$ cat config.mk
export PLATFORM = sky130hd
export DESIGN_NAME = input_conditioner
export DESIGN_NICKNAME = d
export VERILOG_FILES = /design/src/rtl/incond_pkg.sv /design/src/rtl/sync2.sv /design/src/rtl/input_conditioner.sv
export SDC_FILE = /design/constraint.sdc
export NUM_CORES = 1
export LEC_CHECK = 0
export ABC_AREA = 1
export CAP_MARGIN = 20
export CORE_UTILIZATION = 49
export CTS_CLUSTER_SIZE = 24
export DETAILED_ROUTE_END_ITERATION = 8
export PLACE_DENSITY = 0.73
export SETUP_SLACK_MARGIN = 0.4
export SYNTH_ARGS = -nofsm -noshare
export SYNTH_HDL_FRONTEND = slang
export SYNTH_SLANG_ARGS = --single-unit
$ cat constraint.sdc
create_clock -name clk -period 1.7 [get_ports clk]
set_input_delay 0.17 -clock clk [delete_from_list [all_inputs] [get_ports clk]]
set_output_delay 0.17 -clock clk [all_outputs]
set_load 0.01 [all_outputs]
$ cat src/rtl/incond_pkg.sv
// Shared types and default constants for the Enter-button / switch-bank conditioner.
package incond_pkg;

  typedef enum logic [1:0] {
    IDLE,
    PRESS_WAIT,
    PRESSED,
    RELEASE_WAIT
  } btn_state_t;

  localparam int DEBOUNCE_CYCLES_DEF = 500000;
  localparam int SW_WIDTH_DEF        = 10;

endpackage

$ cat src/rtl/sync2.sv
// Two-flop synchronizer for asynchronous inputs; 2-cycle latency, resets to 0, no backpressure.
module sync2 #(
  parameter int WIDTH = 1
) (
  input  logic             clk,
  input  logic             nreset,
  input  logic [WIDTH-1:0] i_d,
  output logic [WIDTH-1:0] o_q
);

  logic [WIDTH-1:0] r_meta;
  logic [WIDTH-1:0] r_sync;

  always_ff @(posedge clk or negedge nreset) begin
    if (!nreset) begin
      r_meta <= '0;
      r_sync <= '0;
    end else begin
      r_meta <= i_d;
      r_sync <= r_meta;
    end
  end

  assign o_q = r_sync;

endmodule

$ cat src/rtl/input_conditioner.sv
// Debounces the active-low Enter button (level + press pulse + switch snapshot) and syncs the switches.
// Press latency DEBOUNCE_CYCLES+3 edges; define INCOND_SW_DEBOUNCE_EN to also debounce the switches. No backpressure.
module input_conditioner
  import incond_pkg::*;
#(
  parameter int DEBOUNCE_CYCLES = DEBOUNCE_CYCLES_DEF,
  parameter int SW_WIDTH        = SW_WIDTH_DEF
) (
  input  logic                clk,
  input  logic                nreset,
  input  logic                nEnter,
  input  logic [SW_WIDTH-1:0] switches_raw,
  output logic                Enter,
  output logic                EnterPulse,
  output logic [SW_WIDTH-1:0] switches,
  output logic [SW_WIDTH-1:0] sw_snap
);

  localparam int               CNT_W    = $clog2(DEBOUNCE_CYCLES + 1);
  localparam logic [CNT_W-1:0] CNT_LAST = CNT_W'(DEBOUNCE_CYCLES - 1);
  localparam logic [CNT_W-1:0] CNT_ONE  = CNT_W'(1);

  logic                w_press_raw;
  logic                w_press_s;
  logic [SW_WIDTH-1:0] w_sw_s;

  btn_state_t          r_state;
  logic [CNT_W-1:0]    r_cnt;
  logic                r_enter;
  logic                r_pulse;
  logic [SW_WIDTH-1:0] r_snap;

  assign w_press_raw = ~nEnter;

  sync2 #(.WIDTH(1)) u_sync_btn (
    .clk    (clk),
    .nreset (nreset),
    .i_d    (w_press_raw),
    .o_q    (w_press_s)
  );

  sync2 #(.WIDTH(SW_WIDTH)) u_sync_sw (
    .clk    (clk),
    .nreset (nreset),
    .i_d    (switches_raw),
    .o_q    (w_sw_s)
  );

  // Outputs are updated from the next state so Enter/EnterPulse line up with the state change.
  always_ff @(posedge clk or negedge nreset) begin
    if (!nreset) begin
      r_state <= IDLE;
      r_cnt   <= '0;
      r_enter <= 1'b0;
      r_pulse <= 1'b0;
      r_snap  <= '0;
    end else begin
      r_pulse <= 1'b0;
      unique case (r_state)
        IDLE: begin
          if (w_press_s) begin
            r_state <= PRESS_WAIT;
            r_cnt   <= '0;
          end
        end
        PRESS_WAIT: begin
          if (!w_press_s) begin
            r_state <= IDLE;
          end else if (r_cnt == CNT_LAST) begin
            r_state <= PRESSED;
            r_enter <= 1'b1;
            r_pulse <= 1'b1;
            r_snap  <= switches;
          end else begin
            r_cnt <= r_cnt + CNT_ONE;
          end
        end
        PRESSED: begin
          if (!w_press_s) begin
            r_state <= RELEASE_WAIT;
            r_cnt   <= '0;
          end
        end
        RELEASE_WAIT: begin
          // A return to pressed here is a release glitch: no new pulse.
          if (w_press_s) begin
            r_state <= PRESSED;
          end else if (r_cnt == CNT_LAST) begin
            r_state <= IDLE;
            r_enter <= 1'b0;
          end else begin
            r_cnt <= r_cnt + CNT_ONE;
          end
        end
        default: r_state <= IDLE;
      endcase
    end
  end

  assign Enter      = r_enter;
  assign EnterPulse = r_pulse;
  assign sw_snap    = r_snap;

`ifdef INCOND_SW_DEBOUNCE_EN
  logic [SW_WIDTH-1:0] r_sw_cand;
  logic [SW_WIDTH-1:0] r_sw_out;
  logic [CNT_W-1:0]    r_sw_cnt;

  // Whole-vector debounce: any bit change restarts the shared stability count.
  always_ff @(posedge clk or negedge nreset) begin
    if (!nreset) begin
      r_sw_cand <= '0;
      r_sw_out  <= '0;
      r_sw_cnt  <= '0;
    end else if (w_sw_s != r_sw_cand) begin
      r_sw_cand <= w_sw_s;
      r_sw_cnt  <= '0;
    end else if (r_sw_cnt == CNT_LAST) begin
      r_sw_out <= r_sw_cand;
    end else begin
      r_sw_cnt <= r_sw_cnt + CNT_ONE;
    end
  end

  assign switches = r_sw_out;
`else
  assign switches = w_sw_s;
`endif

endmodule

Yosys cells after proc, flatten, opt, wreduce, memory -nomap -nowiden --
Index checks and enable logic that the tools add are counted.
Storage, ports and cells: flip-flop bits (word level) 55, output and inout bits 22, word-level logic and storage cells 50
Operators by class: $add $sub $neg 1, equality and inequality tests 12, mux-type cells 21, bitwise gates (word level) 1, reductions and logical operators 6
Operators with widths (count):
- $mux 19 | 5
- $pmux 19 s4 | 1
- $add 19x1->19 const B | 1
- $eq 19x19->1 const B | 1
- $mux 2 | 6
- $ne 2x2->1 const B | 4
- $pmux 2 s4 | 1
- $reduce_and 4->1 | 2
- $mux 1 | 7
- $reduce_and 5->1 | 1
- $eq 2x2->1 const B | 2
- $ne 2x1->1 const B | 2
- $ne 3x2->1 const B | 1
- $ne 3x3->1 const B | 1
- $reduce_and 3->1 | 1
- $eq 2x1->1 const B | 1
- $logic_not 2->1 | 1
- $pmux 1 s2 | 1
- $reduce_bool 2->1 | 1
- $not 1->1 | 1

Depth between registers and ports, before layout --
Gate-level depths: netlist of run 1.
depth after elaboration 4, gate-level depth with buffers 11

Cells and area by module --
From an unflattened synthesis of run 1, not the netlist that was laid out.
Second synthesis, totals: cells, all modules 270, area total of the unflattened synthesis 2382.3 um^2
Modules (own cells, without submodules):
- input_conditioner | instances 1, cells an instance 248, area each 1831.8 um^2, seq. area each 825.8 um^2
- sync2 (u_sync_sw) | instances 1, cells an instance 20, area each 500.5 um^2, seq. area each 500.5 um^2
- sync2 (u_sync_btn) | instances 1, cells an instance 2, area each 50.0 um^2, seq. area each 50.0 um^2

Worst setup path before layout of run 1 --
Ideal clock, no wire load.
path kind register to register, start point reg r_cnt[0], end point reg r_snap[1], in the netlist sw_snap[1], setup time 0.117 ns, arrival 1.274 ns, required time 1.583 ns, path slack 0.310 ns, cell stages (with the launch flop) 10, cell sequence dfrtp_1 ha_1 nand3_2 inv_2 nand3_2 nor2_4 nand2_4 buf_6 nand2_1 nand2_1
Between the ends: longest elaborated chain between the ends 2
Ends and longest elaborated chain:
- start: declaration | line input_conditioner.sv:28 | logic [CNT_W-1:0] r_cnt;
- start signal: assignment | line input_conditioner.sv:75 | r_cnt <= r_cnt + CNT_ONE;
- start signal: assignment | line input_conditioner.sv:92 | r_cnt <= r_cnt + CNT_ONE;
- $eq 19x19->1 | line input_conditioner.sv:69 | end else if (r_cnt == CNT_LAST) begin
- $reduce_and 3->1 (no source line)
- end signal: assignment | line input_conditioner.sv:73 | r_snap <= switches;
- end: declaration | line input_conditioner.sv:31 | logic [SW_WIDTH-1:0] r_snap;
No other way between the ends. A chain may end at the register's enable or synchronous reset.

Final worst setup path of run 1 --
start point reg r_cnt[0], end point reg r_snap[5], in the netlist sw_snap[5]
The elaborated chain is that of the path after synthesis.

==> metrics.md, run 1 <==
| Metric | Value |
|---|---|
| Die Wd | `71.1 um` |
| Maximum fanout along the worst path | `7` |
| Post-synth ARST share | `1.00` |
| Hold Crit Depth | `1` |
| Critical path's top delay family | `simple AND/OR/NAND/NOR gates` |
| Post-synth top area share | `0.589` |
| Cell Area, Synth | `2340 um^2` |
| Cell Count, Final, Fillers Out | `374` |
| Layout Utilization | `0.709` |
| Insertion delay to the later sink of the worst-skew pair | `0.32 ns` |
| Gr ovfl total | `0` |
| Worst stage delay on the critical path | `0.42 ns` |
| Min-delay worst type | `input port to flip-flop` |
| Buffers on Ports | `34` |
| CTS tree | `yes` |
| All-layer global routing usage | `0.239` |
| Hold Path End | `u_sync_sw.r_meta[8]` |
| Arr. time, crit path | `1.76 ns` |
| Yosys cell types | `22` |
| Crit share post-route | `0.882` |
| Synth Area in Adders | `0.00535` |
| DR vias | `1926` |
| EDFF count, synth | `0` |
| Syn_nets | `270` |
| Static Leak | `1.51 nW` |
| Top-Level Pins | `35` |
| Longest Clk Path Bufs | `2` |
| Top FF cell, synth | `dfrtp_1` |
| Dpl ws | `0.138 ns` |
| Worst EP required | `1.96 ns` |
| Fraction of synthesized area in multiplexers | `0` |
| Setup ws final | `0.201 ns` |
| Seq cells post-synth | `55` |
| Register area share after synthesis | `0.589` |
| WP buf/inv | `2` |
| Final antenna-violating net count | `0` |
| Pwr/cell area | `761 nW/um^2` |
| Inst Count DP | `341` |
| FF-to-FF path depth | `9` |
| Clock-pin slew on the worst setup and hold paths | `0.09 ns` |
| Crit path cell chain | `ha_4, nand3_4, inv_4, nand3_4, nor2_4, nand2_4, inv_6, nand2_1, nand2_1` |
| Area Growth Syn to Fin | `35.8%` |
| Worst min-delay path startpoint | `switches_raw[8]` |
| Min Clock Period, post-route | `1.50 ns` |
| Crit Path Category | `flip-flop to flip-flop` |
| Worst-Margin Slew | `0.352 ns` |
| Placeable Area | `4470 um^2` |
| RSZ-0062 raised after global routing | `yes` |
| First-pass GRT wire length | `8970 um` |
| GPL Wtd Cong | `0.851` |
| Post-Route WL | `5490 um` |
| Initial core utilization | `0.522` |
| Via/cell ratio | `5.15` |
| Vert. Die Dim | `71.1 um` |
| Failing checks | `design-rule violations` |
| Relative slew slack | `0.765` |
| DR iter-0 viols | `139` |
| DRC | `1` |
| Mean Syn Cell Area | `9.13 um^2` |
| Xor/xnor share of the synthesized area | `0.0525` |
| H-tree Lvls | `2` |
| Synth top area cells | `dfrtp_1 (59%), nand2_1 (16%), nor2_1 (4.5%)` |
| Min Hold Slack | `0.282 ns` |
| Diodes inserted | `0` |
| Reg2reg setup slack | `0.20 ns` |
| Antenna violations before repair | `0` |
| Post-synthesis simple-gate area fraction | `0.266` |
| Max-cap viol count | `0` |
| Routed len/inst | `14.7 um` |
| Filler instances | `306` |
| Largest net degree at the start of global routing | `56` |
| Setup tns final | `0 ns` |
| Post-DP HPWL | `3140 um` |
| Row cnt | `24` |
| Pre-antenna DRT Iters | `6` |
| Crit. End Element | `flip-flop` |
| Nets | `335` |
| Layout Skew | `0.0149 ns` |
| FF-to-FF End | `sw_snap[5]` |
| Max VDD drop | `0.511 mV` |
| Largest family of logic cells by synthesized area | `simple AND/OR/NAND/NOR gates` |
| Final Max Slew Viols | `0` |
| Clk root buf | `clkbuf_8` |
| Clk sinks | `55` |
| CTS Buf Count | `5` |
| Share of cells above drive strength 1 | `0.236` |
| Reg2Reg Launch Point | `r_cnt[0]` |
| Critical path startpoint category | `flip-flop` |
| Most common cell in the synthesized netlist | `nand2_1` |
| Synth cell count leaders | `nand2_1 (97), dfrtp_1 (55), nor2_1 (28), inv_1 (13), o21ai_1 (11)` |
| Max Freq | `667 MHz` |
| Post-synthesis compound-gate area fraction | `0.0407` |
| Mapped Cells | `256` |
| Full die area | `5050 um^2` |
| Number of global-route vias before repair | `1859` |
| Final Hold Viols | `0` |
| Endpoints failing setup | `0` |
| Post-synth top area cell | `dfrtp_1` |
| Status | `complete, but fails checks` |
| Slowest cell on crit path | `dfrtp_1` |
| Synth warn | `0` |
==> logic make-up (layout without fill, tap and decap cells) <==
logic type | count (synthesis) | count (layout)
buffers and inverters | 22 | 84
AND/OR/NAND/NOR | 146 | 150
flip-flops | 55 | 55
AO/OA/AOI/OAI | 18 | 18
adder cells (fa/ha/maj) | 1 | 1
XOR/XNOR | 14 | 14
==> per-stage QoR <==
stage | area (um^2) | power [W]
4_1_cts | 3090 | 0.00243
3_5_place_dp | 2740 | 0.00152
5_1_grt | 3170 | 0.00251
3_3_place_gp | 2740 | 0.00152
6_report | 3170 | 0.00242
2_1_floorplan | 2350 | 0.00143
==> metal layers <==
metal | track usage | routed length, um | vias up | part of all wire
met1 | 0.308 | 2340 | 934 | 0.43
met4 | 0.0978 | 73 | 0 | 0.013
met2 | 0.404 | 2780 | 56 | 0.51
met5 | 0 | 0 | - | 0
li1 | - | - | 928 | -
met3 | 0.0399 | 298 | 8 | 0.054
==> repair_timing <==
item	in CTS	in global routing
gates cloned	5	0
gates resized for setup	51	11
endpoints found under the hold margin	55	0
pin swaps	10	3
setup buffers	12	7
setup endpoints to repair	55	33
hold buffers	1	0
==> worst reg2reg max path: cells and delay by family (launching register included) <==
kind                       cells  cell delay (ns)
adders and majority gates      1             0.18
buffers and inverters          2             0.24
DFF                            1             0.42
and+or+nand+nor                6             0.59
==> sequential cells by signal, indices dropped and copies added, names as in the netlist, named ones only <==
signal	cells
u_sync_sw.r_meta	10
u_sync_btn.r_meta	1
sw_snap	10
r_cnt	19
EnterPulse	1
u_sync_btn.o_q	1
r_state	1
u_sync_sw.o_q	10
Enter	1
==> worst max-delay path by stage <==
stage / to / start / slack (ns) / depth (start not counted)
after CTS: sw_snap[1] / r_cnt[1] / 0.25 / 9
after detailed placement: sw_snap[7] / r_cnt[0] / 0.14 / 9
after floorplan: sw_snap[1] / r_cnt[0] / 0.32 / 9
after global routing: r_cnt[1] / r_cnt[5] / 0.09 / 8
after global placement: r_cnt[17] / r_cnt[1] / 0.20 / 8
final: sw_snap[5] / r_cnt[0] / 0.20 / 9
==> power breakdown <==
| group | switching [W] | internal [W] | total (W) |
|---|---|---|---|
| clock network | 0.000440 | 0.000444 | 0.000884 |
| logic | 0.0000864 | 0.0000741 | 0.000161 |
| registers | 0.0000281 | 0.00134 | 0.00137 |
==> layout make-up <==
type                    instances  area (um^2)  area share
inverters                      18         75.1      0.0237
multi-input cells             183         1030       0.326
repair inverters                1         6.26     0.00197
flip-flops and latches         55         1380       0.436
clock buffers                   5         68.8      0.0217
well taps                      52         65.1      0.0205
repair buffers                 57          495       0.156
clock inverters                 3         46.3      0.0146
==> cells in the final DEF, fill, tap and decap left out, types with 3 or more instances in the layout <==
| master | synthesis | layout |
|---|---|---|
| clkdlybuf4s50_1 | 0 | 11 |
| nand2_2 | 2 | 8 |
| nand3_1 | 8 | 6 |
| clkbuf_8 | 0 | 5 |
| xnor2_1 | 4 | 3 |
| nand2_4 | 2 | 3 |
| nor2_2 | 3 | 5 |
| dfrtp_2 | 0 | 5 |
| inv_1 | 13 | 12 |
| nand2_1 | 97 | 91 |
| inv_2 | 4 | 3 |
| dlygate4sd2_1 | 0 | 22 |
| dfrtp_1 | 55 | 50 |
| nor2_1 | 28 | 21 |
| nor2_4 | 2 | 7 |
| xor2_1 | 10 | 10 |
| o21ai_1 | 11 | 13 |
| buf_4 | 1 | 21 |
| nand3_4 | 0 | 4 |
Power figures use the tool's default switching activity.
==> run 2: changes to the inputs <==
Settings changed: CORE_UTILIZATION 49 to 53, PLACE_DENSITY 0.73 to 0.78, SLEW_MARGIN set to 5.
==> run 2 against run 1 <==
Net effect: the flow now finishes without violations; fmax down 4.8%; setup slack worse by 0.076 ns; total power down 5.4%; hold slack about the same.
==> metrics.md, run 2 (synthesized netlist as in run 1, its figures left out) <==
| Metric | Value |
|---|---|
| Net Sw Frac | `0.247 (+0.0169)` |
| Routed len/inst | `16.5 um (+13%)` |
| CTS Buf Count | `5 (unchanged)` |
| First-pass GRT wire length | `8600 um (-4.1%)` |
| Cell Count, Final, Fillers Out | `375 (+0.27%)` |
| Buffers on Ports | `34 (unchanged)` |
| Setup tns final | `0 ns (unchanged)` |
| Full die area | `4680 um^2 (-7.3%)` |
| Setup ws final | `0.125 ns (-0.0763 ns)` |
| Max-cap viol count | `0 (unchanged)` |
| Diodes inserted | `0 (unchanged)` |
| Status | `finished, final reports clean` |
| Worst-Margin Slew | `0.324 ns (-0.0278 ns)` |
| Dpl cell area | `2730 um^2 (-0.36%)` |
| DRC | `0 (-1)` |
| Row cnt | `23 (-4.2%)` |
| Worst EP required | `1.93 ns (-0.03 ns)` |
| Relative slew slack | `0.783 (+0.0186)` |
| Share of cells above drive strength 1 | `0.302 (+0.0655)` |
| Commonest non-fill, non-tap cells in the layout | `nand2_1 (80), dfrtp_1 (47), nor2_1 (22), dlygate4sd2_1 (22), buf_4 (20)` |
| Gr ovfl total | `0 (unchanged)` |
| Critical path startpoint category | `flip-flop` |
| Max VDD drop | `0.740 mV (+45%)` |
| FF-to-FF path depth | `8 (-1)` |
| Endpoints failing setup | `0 (unchanged)` |
| DR iter-0 viols | `256 (+84%)` |
| H-tree Lvls | `2 (unchanged)` |
| Part of the power in combinational logic | `0.079 (+0.013)` |
| Post-Route WL | `6200 um (+13%)` |
| Dpl ws | `0.144 ns (+0.00617 ns)` |
| Top-Level Pins | `35 (unchanged)` |
| Finished Cell Area | `3270 um^2 (+3.0%)` |
| Die Wd | `68.4 um (-3.7%)` |
| Crit share post-route | `0.927 (+0.0449)` |
| Insertion delay to the later sink of the worst-skew pair | `0.32 ns (about the same)` |
| Final antenna-violating net count | `0 (unchanged)` |
| Via/cell ratio | `5.43 (+5.4%)` |
| GPL Wtd Cong | `0.895 (+5.2%)` |
| Pre-antenna DRT Iters | `4 (-2)` |
| Clk root buf | `clkbuf_8` |
| Max Freq | `635 MHz (-4.8%)` |
| Max FFs per register | `19 (unchanged)` |
| Clock-pin slew on the worst setup and hold paths | `0.10 ns (about the same)` |
| Largest net degree at the start of global routing | `56 (unchanged)` |
| Placeable Area | `4120 um^2 (-8.0%)` |
| Worst stage delay on the critical path | `0.43 ns (about the same)` |
| Antenna violations before repair | `0 (unchanged)` |
| Reg2reg setup slack | `0.12 ns (-0.08 ns)` |
| WP buf/inv | `1 (-1)` |
| Inst Count DP | `338 (-0.88%)` |
| Slowest cell on crit path | `dfrtp_1` |
| Seq pwr share | `0.599 (+0.031)` |
| Nets | `338 (+0.90%)` |
| Psw | `0.000563 W (+1.6%)` |
| CTS tree | `yes` |
| Hold Crit Depth | `1 (unchanged)` |
| Arr. time, crit path | `1.80 ns (+0.04 ns)` |
| Most common cell after layout, fill and taps aside | `nand2_1` |
| DR vias | `2036 (+5.7%)` |
| Reg with most FFs | `r_cnt` |
| Clock Power Share | `0.322 (-0.044)` |
| Critical path's top delay family | `simple AND/OR/NAND/NOR gates` |
| Crit. End Element | `flip-flop` |
| Static Leak | `1.54 nW (+1.9%)` |
| Hold Path End | `u_sync_sw.r_meta[3]` |
| Clk sinks | `55 (unchanged)` |
| RSZ-0062 raised after global routing | `yes` |
| Maximum fanout along the worst path | `5 (-2)` |
| Initial core utilization | `0.568 (+0.0456)` |
| Final Hold Viols | `0 (unchanged)` |
| Crit path cell chain | `nor2_1, nand3_1, nor2_2, nand3_4, buf_12, nand2_8, nand2_2, o21ai_1` |
| Layout Skew | `0.00644 ns (-0.00849 ns)` |
| Reg2Reg Launch Point | `r_cnt[5]` |
| Longest Clk Path Bufs | `2 (unchanged)` |
| Crit Path Category | `flip-flop to flip-flop` |
| FF-to-FF End | `r_cnt[11]` |
| Critical Path Stages | `8 (-1)` |
| Final Max Slew Viols | `0 (unchanged)` |
| Number of global-route vias before repair | `1806 (-2.9%)` |
| Cell-internal power | `0.00172 W (-7.5%)` |
| Min Clock Period, post-route | `1.58 ns (+0.0763 ns)` |
| Pwr/cell area | `699 nW/um^2 (-8.2%)` |
| Post-DP HPWL | `3130 um (-0.40%)` |
| Area Growth Syn to Fin | `39.9%` |
| Worst min-delay path startpoint | `switches_raw[3]` |
| Vert. Die Dim | `68.4 um (-3.7%)` |
| Min-delay worst type | `input port to flip-flop` |
| Layout Utilization | `0.794 (+0.0850)` |
| All-layer global routing usage | `0.260 (+0.0213)` |
-- run 2: changes by cell type in the layout (fill, tap and decap cells not counted), moves of 2 or more --
| cell | delta |
|---|---|
| nand2_1 | -11 |
| nand2_2 | +11 |
| o21ai_1 | -6 |
| o21ai_2 | +6 |
| dfrtp_1 | -3 |
| dfrtp_2 | +3 |
| buf_6 | +2 |
| clkinv_4 | +2 |
| nand2_8 | +2 |
| nor2_4 | -2 |
-- run 2: worst max path at each step --
| stage | start | to | slack, ns |
|---|---|---|---|
| after floorplan | r_cnt[0] | sw_snap[1] | 0.32 |
| after global placement | r_cnt[1] | r_cnt[1] | 0.19 |
| after detailed placement | r_cnt[0] | sw_snap[0] | 0.14 |
| after CTS | r_cnt[0] | sw_snap[1] | 0.27 |
| after global routing | r_cnt[5] | r_cnt[11] | 0.07 |
| final | r_cnt[5] | r_cnt[11] | 0.12 |
-- run 2: area by class of cell --
type | count | area (um^2)
clock buffers | 6 | 72.6
clock inverters | 2 | 17.5
fillers | 244 | 846
inverters | 18 | 80.1
multi-input cells | 184 | 1110
flip-flops and latches | 55 | 1390
well taps | 50 | 62.6
repair buffers | 59 | 531
repair inverters | 1 | 6.26
-- run 2: metal layers --
| metal | up-vias | share of wire | GRT usage |
|---|---|---|---|
| li1 | 931 | - | - |
| met1 | 1006 | 0.40 | 0.359 |
| met2 | 88 | 0.51 | 0.409 |
| met3 | 11 | 0.074 | 0.0517 |
| met4 | 0 | 0.024 | 0.0859 |
| met5 | - | 0 | 0 |
-- run 2: through the flow --
step | hold WS [ns] | total power [W]
floorplan | -0.126 | 0.00143
global placement | 0.188 | 0.00152
detailed placement | 0.188 | 0.00152
CTS | 0.282 | 0.00227
global route | 0.278 | 0.00237
finish | 0.282 | 0.00229
-- run 2: repair_timing --
item | 4_1_cts | 5_1_grt
endpoints found under the hold margin | 55 | 0
resized for setup | 53 | 34
endpoints found under the setup margin | 54 | 33
setup buffers | 11 | 11
pin swaps | 9 | 20
hold buffers | 1 | 0
cloned | 6 | 0
-- run 2: power by group through the flow --
| stage | Combinational [W] | Sequential, W | Clock [W] |
|---|---|---|---|
| 6_report | 0.000180 | 0.00137 | 0.000736 |
| 5_1_grt | 0.000199 | 0.00137 | 0.000801 |
| 4_1_cts | 0.000165 | 0.00137 | 0.000735 |
| 3_5_place_dp | 0.000132 | 0.00139 | 0 |
| 3_3_place_gp | 0.000130 | 0.00139 | 0 |
| 2_1_floorplan | 0.0000390 | 0.00139 | 0 |
